File: src/rtl/rob_multi_pkg.sv
// Shared processor constants and reorder-buffer defaults.
// Imported by the ROB slice and its testbench.
package rob_multi_pkg;
  localparam int ARCH_BITS        = 32;
  localparam int REG_IDX_BITS     = 5;
  localparam int ROB_SLOTS        = 16;
  localparam int ROB_COMMIT_WIDTH = 2;
  localparam int ROB_WB_PORTS     = 3;
endpackage

File: src/rtl/rob_multi_if.sv
// Allocation, writeback and commit bundle of the multi-commit ROB.
// master drives requests/writebacks, slave is the ROB.
interface rob_multi_if #(
  parameter int IDX_BITS     = 4,
  parameter int WB_PORTS     = 3,
  parameter int COMMIT_WIDTH = 2,
  parameter int ARCH_BITS    = 32,
  parameter int REG_IDX_BITS = 5,
  parameter int CC_BITS      = $clog2(COMMIT_WIDTH + 1)
);
  logic                             clear;
  logic                             alloc_req;
  logic                             alloc_ready;
  logic [IDX_BITS-1:0]              alloc_idx;
  logic [WB_PORTS-1:0]              wb_valid;
  logic [WB_PORTS*IDX_BITS-1:0]     wb_idx;
  logic [WB_PORTS-1:0]              wb_except;
  logic [WB_PORTS-1:0]              wb_we;
  logic [WB_PORTS*ARCH_BITS-1:0]    wb_pc;
  logic [WB_PORTS*ARCH_BITS-1:0]    wb_address;
  logic [WB_PORTS*ARCH_BITS-1:0]    wb_data;
  logic [WB_PORTS*REG_IDX_BITS-1:0] wb_dst;
  logic [COMMIT_WIDTH-1:0]          commit_we;
  logic [COMMIT_WIDTH*REG_IDX_BITS-1:0] commit_dst;
  logic [COMMIT_WIDTH*ARCH_BITS-1:0]    commit_data;
  logic [CC_BITS-1:0]               commit_count;
  logic                             except;
  logic [ARCH_BITS-1:0]             except_pc;
  logic [ARCH_BITS-1:0]             except_address;
  logic [IDX_BITS:0]                count;
  logic                             full;
  logic                             empty;

  modport master (
    output clear, alloc_req, wb_valid, wb_idx, wb_except, wb_we,
    output wb_pc, wb_address, wb_data, wb_dst,
    input  alloc_ready, alloc_idx, commit_we, commit_dst, commit_data,
    input  commit_count, except, except_pc, except_address,
    input  count, full, empty
  );

  modport slave (
    input  clear, alloc_req, wb_valid, wb_idx, wb_except, wb_we,
    input  wb_pc, wb_address, wb_data, wb_dst,
    output alloc_ready, alloc_idx, commit_we, commit_dst, commit_data,
    output commit_count, except, except_pc, except_address,
    output count, full, empty
  );
endinterface

File: src/rtl/rob_multi_commit_select.sv
// In-order retire chain over the head-rotated entry bits.
// A lane retires only if every older lane retires.
module rob_commit_select #(
  parameter int CW       = 2,
  parameter int CNT_BITS = 5,
  parameter int CC_BITS  = $clog2(CW + 1)
) (
  input  logic [CW-1:0]       done,
  input  logic [CW-1:0]       exc,
  input  logic [CW-1:0]       we,
  input  logic [CNT_BITS-1:0] count,
  output logic [CW-1:0]       retire,
  output logic [CW-1:0]       commit_we,
  output logic [CC_BITS-1:0]  commit_count,
  output logic                except
);
  logic ok;

  always_comb begin
    retire       = '0;
    commit_count = '0;
    ok           = 1'b1;
    for (int j = 0; j < CW; j++) begin
      ok = ok && (CNT_BITS'(j) < count) && done[j] && !exc[j];
      retire[j] = ok;
      if (ok) commit_count = commit_count + CC_BITS'(1);
    end
  end

  assign commit_we = retire & we;
  assign except    = (count != '0) && done[0] && exc[0];
endmodule

File: src/rtl/rob_multi.sv
// Reorder buffer: in-order allocate, multi-port writeback,
// multi-lane in-order commit, flush on clear or head exception.
module rob_multi
  import rob_multi_pkg::*;
#(
  parameter int SLOTS        = ROB_SLOTS,
  parameter int IDX_BITS     = $clog2(SLOTS),
  parameter int WB_PORTS     = ROB_WB_PORTS,
  parameter int COMMIT_WIDTH = ROB_COMMIT_WIDTH,
  parameter int ARCH_BITS    = rob_multi_pkg::ARCH_BITS,
  parameter int REG_IDX_BITS = rob_multi_pkg::REG_IDX_BITS
) (
  input logic        clk,
  input logic        rst,
  rob_multi_if.slave bus
);
  localparam int CB  = IDX_BITS + 1;
  localparam int CCB = $clog2(COMMIT_WIDTH + 1);
  localparam int PB  = (WB_PORTS > 1) ? $clog2(WB_PORTS) : 1;
  localparam int AB  = ARCH_BITS;
  localparam int RB  = REG_IDX_BITS;

  typedef logic [IDX_BITS-1:0] idx_t;

  idx_t             head, tail;
  logic [CB-1:0]    cnt;
  logic [SLOTS-1:0] alloc_q, done_q, exc_q, we_q;
  logic [RB-1:0]    dst_q  [SLOTS];
  logic [AB-1:0]    data_q [SLOTS];
  logic [AB-1:0]    pc_q   [SLOTS];
  logic [AB-1:0]    addr_q [SLOTS];

  logic             full, fire, flush, exc_head;
  logic [SLOTS-1:0] wr, ret_slot, new_slot;
  logic [PB-1:0]    sel [SLOTS];
  idx_t             lane_idx [COMMIT_WIDTH];
  logic [COMMIT_WIDTH-1:0] l_done, l_exc, l_we, retire;
  logic [CCB-1:0]   ccount;

  assign full     = cnt == CB'(SLOTS);
  assign fire     = bus.alloc_req && !full;
  assign flush    = bus.clear || exc_head;
  assign new_slot = fire ? (SLOTS'(1) << tail) : '0;

  // Scan ports high to low so the lowest matching port wins.
  always_comb begin
    wr = '0;
    for (int s = 0; s < SLOTS; s++) begin
      sel[s] = '0;
      for (int k = WB_PORTS - 1; k >= 0; k--) begin
        if (bus.wb_valid[k] &&
            bus.wb_idx[k*IDX_BITS +: IDX_BITS] == idx_t'(s)) begin
          wr[s]  = alloc_q[s];
          sel[s] = PB'(k);
        end
      end
    end
  end

  always_ff @(posedge clk) begin
    for (int s = 0; s < SLOTS; s++) begin
      if (wr[s]) begin
        exc_q[s]  <= bus.wb_except[sel[s]];
        we_q[s]   <= bus.wb_we[sel[s]];
        dst_q[s]  <= bus.wb_dst[sel[s]*RB +: RB];
        data_q[s] <= bus.wb_data[sel[s]*AB +: AB];
        pc_q[s]   <= bus.wb_pc[sel[s]*AB +: AB];
        addr_q[s] <= bus.wb_address[sel[s]*AB +: AB];
      end
    end
  end

  always_comb begin
    for (int j = 0; j < COMMIT_WIDTH; j++) begin
      lane_idx[j] = head + idx_t'(j);
      l_done[j]   = done_q[lane_idx[j]];
      l_exc[j]    = exc_q[lane_idx[j]];
      l_we[j]     = we_q[lane_idx[j]];
    end
  end

  rob_commit_select #(
    .CW       (COMMIT_WIDTH),
    .CNT_BITS (CB),
    .CC_BITS  (CCB)
  ) u_sel (
    .done         (l_done),
    .exc          (l_exc),
    .we           (l_we),
    .count        (cnt),
    .retire       (retire),
    .commit_we    (bus.commit_we),
    .commit_count (ccount),
    .except       (exc_head)
  );

  always_comb begin
    ret_slot        = '0;
    bus.commit_dst  = '0;
    bus.commit_data = '0;
    for (int j = 0; j < COMMIT_WIDTH; j++) begin
      if (retire[j]) ret_slot[lane_idx[j]] = 1'b1;
      bus.commit_dst[j*RB +: RB]  = dst_q[lane_idx[j]];
      bus.commit_data[j*AB +: AB] = data_q[lane_idx[j]];
    end
  end

  // Retire clears last so a same-cycle writeback cannot revive it.
  always_ff @(posedge clk or posedge rst) begin
    if (rst) begin
      head    <= '0;
      tail    <= '0;
      cnt     <= '0;
      alloc_q <= '0;
      done_q  <= '0;
    end else if (flush) begin
      head    <= '0;
      tail    <= '0;
      cnt     <= '0;
      alloc_q <= '0;
      done_q  <= '0;
    end else begin
      head    <= head + idx_t'(ccount);
      tail    <= tail + idx_t'(fire);
      cnt     <= cnt + CB'(fire) - CB'(ccount);
      alloc_q <= (alloc_q & ~ret_slot) | new_slot;
      done_q  <= (done_q | wr) & ~ret_slot & ~new_slot;
    end
  end

  assign bus.alloc_ready    = !full;
  assign bus.alloc_idx      = tail;
  assign bus.commit_count   = ccount;
  assign bus.except         = exc_head;
  assign bus.except_pc      = pc_q[head];
  assign bus.except_address = addr_q[head];
  assign bus.count          = cnt;
  assign bus.full           = full;
  assign bus.empty          = cnt == '0;
endmodule

File: src/flat_wrapper.sv
// flat-port wrapper written by rule: the top's interface ports become plain ports
module rob_multi_flat import rob_multi_pkg::*;
#(
  parameter int SLOTS        = ROB_SLOTS,
  parameter int IDX_BITS     = $clog2(SLOTS),
  parameter int WB_PORTS     = ROB_WB_PORTS,
  parameter int COMMIT_WIDTH = ROB_COMMIT_WIDTH,
  parameter int ARCH_BITS    = rob_multi_pkg::ARCH_BITS,
  parameter int REG_IDX_BITS = rob_multi_pkg::REG_IDX_BITS
)
  (clk, rst, bus_clear, bus_alloc_req, bus_wb_valid, bus_wb_idx, bus_wb_except, bus_wb_we, bus_wb_pc, bus_wb_address, bus_wb_data, bus_wb_dst, bus_alloc_ready, bus_alloc_idx, bus_commit_we, bus_commit_dst, bus_commit_data, bus_commit_count, bus_except, bus_except_pc, bus_except_address, bus_count, bus_full, bus_empty);
  rob_multi_if #(.IDX_BITS(IDX_BITS), .WB_PORTS(WB_PORTS), .COMMIT_WIDTH(COMMIT_WIDTH), .ARCH_BITS(ARCH_BITS), .REG_IDX_BITS(REG_IDX_BITS)) bus_i ();
  input logic clk;
  input logic rst;
  input wire logic [$bits(bus_i.clear)-1:0] bus_clear;
  input wire logic [$bits(bus_i.alloc_req)-1:0] bus_alloc_req;
  input wire logic [$bits(bus_i.wb_valid)-1:0] bus_wb_valid;
  input wire logic [$bits(bus_i.wb_idx)-1:0] bus_wb_idx;
  input wire logic [$bits(bus_i.wb_except)-1:0] bus_wb_except;
  input wire logic [$bits(bus_i.wb_we)-1:0] bus_wb_we;
  input wire logic [$bits(bus_i.wb_pc)-1:0] bus_wb_pc;
  input wire logic [$bits(bus_i.wb_address)-1:0] bus_wb_address;
  input wire logic [$bits(bus_i.wb_data)-1:0] bus_wb_data;
  input wire logic [$bits(bus_i.wb_dst)-1:0] bus_wb_dst;
  output wire logic [$bits(bus_i.alloc_ready)-1:0] bus_alloc_ready;
  output wire logic [$bits(bus_i.alloc_idx)-1:0] bus_alloc_idx;
  output wire logic [$bits(bus_i.commit_we)-1:0] bus_commit_we;
  output wire logic [$bits(bus_i.commit_dst)-1:0] bus_commit_dst;
  output wire logic [$bits(bus_i.commit_data)-1:0] bus_commit_data;
  output wire logic [$bits(bus_i.commit_count)-1:0] bus_commit_count;
  output wire logic [$bits(bus_i.except)-1:0] bus_except;
  output wire logic [$bits(bus_i.except_pc)-1:0] bus_except_pc;
  output wire logic [$bits(bus_i.except_address)-1:0] bus_except_address;
  output wire logic [$bits(bus_i.count)-1:0] bus_count;
  output wire logic [$bits(bus_i.full)-1:0] bus_full;
  output wire logic [$bits(bus_i.empty)-1:0] bus_empty;
  assign bus_i.clear = bus_clear;
  assign bus_i.alloc_req = bus_alloc_req;
  assign bus_i.wb_valid = bus_wb_valid;
  assign bus_i.wb_idx = bus_wb_idx;
  assign bus_i.wb_except = bus_wb_except;
  assign bus_i.wb_we = bus_wb_we;
  assign bus_i.wb_pc = bus_wb_pc;
  assign bus_i.wb_address = bus_wb_address;
  assign bus_i.wb_data = bus_wb_data;
  assign bus_i.wb_dst = bus_wb_dst;
  assign bus_alloc_ready = bus_i.alloc_ready;
  assign bus_alloc_idx = bus_i.alloc_idx;
  assign bus_commit_we = bus_i.commit_we;
  assign bus_commit_dst = bus_i.commit_dst;
  assign bus_commit_data = bus_i.commit_data;
  assign bus_commit_count = bus_i.commit_count;
  assign bus_except = bus_i.except;
  assign bus_except_pc = bus_i.except_pc;
  assign bus_except_address = bus_i.except_address;
  assign bus_count = bus_i.count;
  assign bus_full = bus_i.full;
  assign bus_empty = bus_i.empty;
  rob_multi #(.SLOTS(SLOTS), .IDX_BITS(IDX_BITS), .WB_PORTS(WB_PORTS), .COMMIT_WIDTH(COMMIT_WIDTH), .ARCH_BITS(ARCH_BITS), .REG_IDX_BITS(REG_IDX_BITS)) u_core (.clk(clk), .rst(rst), .bus(bus_i));
endmodule
File: config.mk
export PLATFORM = sky130hd
export DESIGN_NAME = rob_multi_flat
export DESIGN_NICKNAME = d
export VERILOG_FILES = /design/src/rtl/rob_multi_pkg.sv /design/src/rtl/rob_multi_if.sv /design/src/rtl/rob_multi_commit_select.sv /design/src/rtl/rob_multi.sv /design/src/flat_wrapper.sv
export SDC_FILE = /design/constraint.sdc
export NUM_CORES = 2
export LEC_CHECK = 0
export CELL_PAD_IN_SITES_DETAIL_PLACEMENT = 0
export CELL_PAD_IN_SITES_GLOBAL_PLACEMENT = 1
export CORE_MARGIN = 2
export CORE_UTILIZATION = 40
export CTS_CLUSTER_SIZE = 8
export DETAILED_ROUTE_END_ITERATION = 6
export PLACE_DENSITY = 0.68
export SYNTH_ARGS = -nofsm -noshare
export SYNTH_HDL_FRONTEND = slang
export SYNTH_SLANG_ARGS = --single-unit
File: constraint.sdc
create_clock -name clk -period 5.73 [get_ports clk]
set_clock_uncertainty 0.05 [all_clocks]
set_input_delay 0.573 -clock clk [delete_from_list [all_inputs] [get_ports clk]]
set_output_delay 0.573 -clock clk [all_outputs]
set_load 0.02 [all_outputs]
==> flow_metrics.py <==
metrics = {
    "grt": {
        "antenna_found_initial": 103,
        "grt_util_all_layers": 0.3122,
        "gr-usage-met1": 0.4222,
        "grt_use_met2": 0.4811,
        "first_global_vias": 76060,
        "grt.busiest_layer": "met2",
        "use_met3": 0.07289,
        "grt_pass1_wl_um": 591200,
        "grt_max_degree": 141,
        "overflow": 0,
    },
    "place": {
        "hpwlAfterDp_um": 230700,
        "portBuffers": 482,
        "pre_cts_ws_ps": 645.5,
        "place_inst": 11860,
        "finalWeightedCongestion": 0.8709,
        "placed_area_sq_um": 112400,
    },
    "logic_synthesis": {
        "synthTopCellsByArea": "edfxtp_1, mux2i_1, mux4_2",
        "synth_adder_area_share": 0.002900,
        "syn_area_sq_um": 104400,
        "synth_compound_area_frac": 0.08557,
        "synthSimpleGateAreaFrac": 0.07193,
        "yosysWarnings": 0,
        "syn_nets": 9251,
        "ys_seq_area_frac": 0.4847,
        "asyncSetResetFlopFracSynth": 0.02658,
        "yosys.area_share.xor_xnor": 0.0006710,
        "synth-seq-cells": 1693,
        "synthDistinctLibCells": 64,
        "synth_top_family_by_area": "multiplexers",
        "yosysMostFrequentCell": "nand2_1",
        "synthCells": 8900,
        "synth-edff-count": 1648,
        "avgSynthCellArea_sq_um": 11.73,
        "synthMuxAreaShare": 0.3117,
        "synth_area_leader_cell": "edfxtp_1",
        "synth_top_area_share": 0.4739,
        "synth_ff_type": "edfxtp_1",
        "ys_top_cells_by_count": "nand2_1, mux2i_1, edfxtp_1",
    },
    "floorplanning": {
        "initial_core_util": 0.4021,
        "dieArea_sq_um": 265200,
        "io_pins": 483,
        "core_area_sq_um": 259700,
        "die_height_um": 514.9,
        "rows": 187,
        "die_x_um": 514.9,
    },
    "clock_network": {
        "clk_pin_slew_ps": 60,
        "clockRootBuffer": "clkbuf_16",
        "clock_sinks": 1693,
        "ctsHoldBuffers": 0,
        "htree_levels": 4,
        "clock_latency_ps": 920,
        "cts.path.max_buffers": 3,
        "cts_tree": "yes",
        "cts_made_buffers": 231,
    },
    "critical_path": {
        "cp-end-kind": "output pin",
        "startpoint_type": "flip-flop",
        "regToRegStartpoint": "u_core.head[0]",
        "worstPathRequired_ps": 5110,
        "reg2reg_slack_ps": 710,
        "reg2reg_depth": 19,
        "crit_type": "reg -> out",
        "r2r-end": "u_core.bus.count[4]",
        "cp_max_fo": 39,
        "arrival_ps": 4880,
    },
    "sta": {
        "slew-limit-headroom": 0.04378,
        "setup_violations": 0,
        "fin_tns_setup_ps": 0,
        "fmax_ghz": 0.1818,
        "finalMaxSlewViolations": 0,
        "tightest_slew_ps": 1427,
        "hold_viol": 0,
        "min_period_ps": 5501,
        "min_period_over_period": 0.9601,
        "layout_setup_ws_ps": 228.7,
        "rsz0062_at_grt": "false",
        "holdWs_ps": 201.0,
    },
    "routing": {
        "antenna_left": 0,
        "drc_errors": 1,
        "vias": 78630,
        "dr.pass1.iters": 7,
        "routedWlPerCell_um": 34.66,
        "wl_um": 422100,
        "drtIter0Drc": 10200,
        "viasPerCell": 6.456,
    },
    "pwr": {
        "total_power_mw": 29.26,
        "ir_worst_vdd_uv": 328.7,
        "p_leak_nw": 32.30,
        "p_per_area_nw_per_um2": 246.2,
    },
    "final_layout": {
        "n_fill_cell": 22940,
        "multi_input_comb_area_sq_um": 49790,
        "final_core_util": 0.4576,
        "final_area_sq_um": 118800,
        "register_area_sq_um": 50630,
        "syn_to_final_growth_pct": 13.80,
        "nets": 9041,
        "drive_above_1_share": 0.1409,
        "final_cells": 12180,
    },
    "min_path": {
        "hold_path_class": "in -> async",
    },
    "job": {
        "maxCapViolations": 0,
    },
    "outcome": {
        "violations": "design-rule violations",
        "status": "finished, violations left",
    },
}
-- placed cells by master (no fill, tap or decap), types with 12 or more instances in the layout --
cell,count
a21oi_1,15
buf_12,101
buf_4,91
clkbuf_1,18
clkbuf_16,233
clkdlybuf4s50_1,482
dfrtp_1,41
diode_2,54
edfxtp_1,1648
ha_1,20
inv_1,24
mux2i_1,1651
mux4_2,707
nand2_1,1711
nand2b_1,21
nand3_1,20
nor2_1,49
nor2b_1,20
nor3_1,14
nor3_2,12
o21a_4,13
o21ai_0,1627
o21ai_1,43
-- registers in the layout, summed over array words and instances (netlist names), 16 cells and up --
signal and flops:
u_core.pc_q 512, u_core.addr_q 512, u_core.alloc_q 16, u_core.done_q 16
u_core.data_q 512, u_core.exc_q 16, u_core.we_q 16, u_core.dst_q 80
-- worst max-delay path by stage --
stage                        start             endpoint  slack, ps  cells after the start
detailed placement  u_core.head[0]  u_core.bus.count[4]        650                     19
floorplan           u_core.head[1]  u_core.bus.count[4]        280                     24
CTS                 u_core.head[0]  bus_commit_data[51]        0.4                      5
global placement    u_core.head[0]  u_core.bus.count[4]        470                     19
finish              u_core.head[1]   bus_commit_data[6]        230                      5
global route        u_core.head[1]   bus_commit_data[6]          2                      5
-- per-layer routing --
layer | wire [um] | part of all wire
met1 | 166600 | 0.39
met2 | 192000 | 0.45
met3 | 45090 | 0.11
met4 | 17870 | 0.042
met5 | 522 | 0.0012
-- layout make-up --
class / instances / share of cell area
inverter: 26 / 0.0008213
multi-input combinational: 6057 / 0.4189
clock buffer: 250 / 0.04942
timing repair buffer: 681 / 0.06455
antenna: 54 / 0.001137
clock inverter: 16 / 0.003253
sequential: 1693 / 0.4260
tap: 3402 / 0.03582
-- cell families (layout without fill, tap and decap cells) --
kind of cell	after synthesis	count (layout)
multiplexers	2367	2367
flip-flops	1693	1693
AO/OA/AOI/OAI	1752	1752
buffers and inverters	1150	973
other	0	54
AND/OR/NAND/NOR	1907	1907
XOR/XNOR	8	8
adder cells (fa/ha/maj)	23	23
-- what timing repair did --
action,CTS,global route
setup endpoints to repair,20,16
buffers inserted,0,1
resized for setup,2,3
gates cloned,0,1
-- report_power, final --
part	internal (mW)	total, mW	switching (mW)
Sequential	13.7	13.8	0.0377
Clock	7.19	12.7	5.55
Combinational	1.04	2.76	1.72
Total	22.0	29.3	7.30
-- worst max-delay path, stage by stage (launching register included) --
cell             delay (ps)
dfrtp_4                 610
buf_4                   770
buf_4                   800
mux4_2                  610
mux4_2                  500
clkdlybuf4s50_1         560
Power figures use the tool's default switching activity.
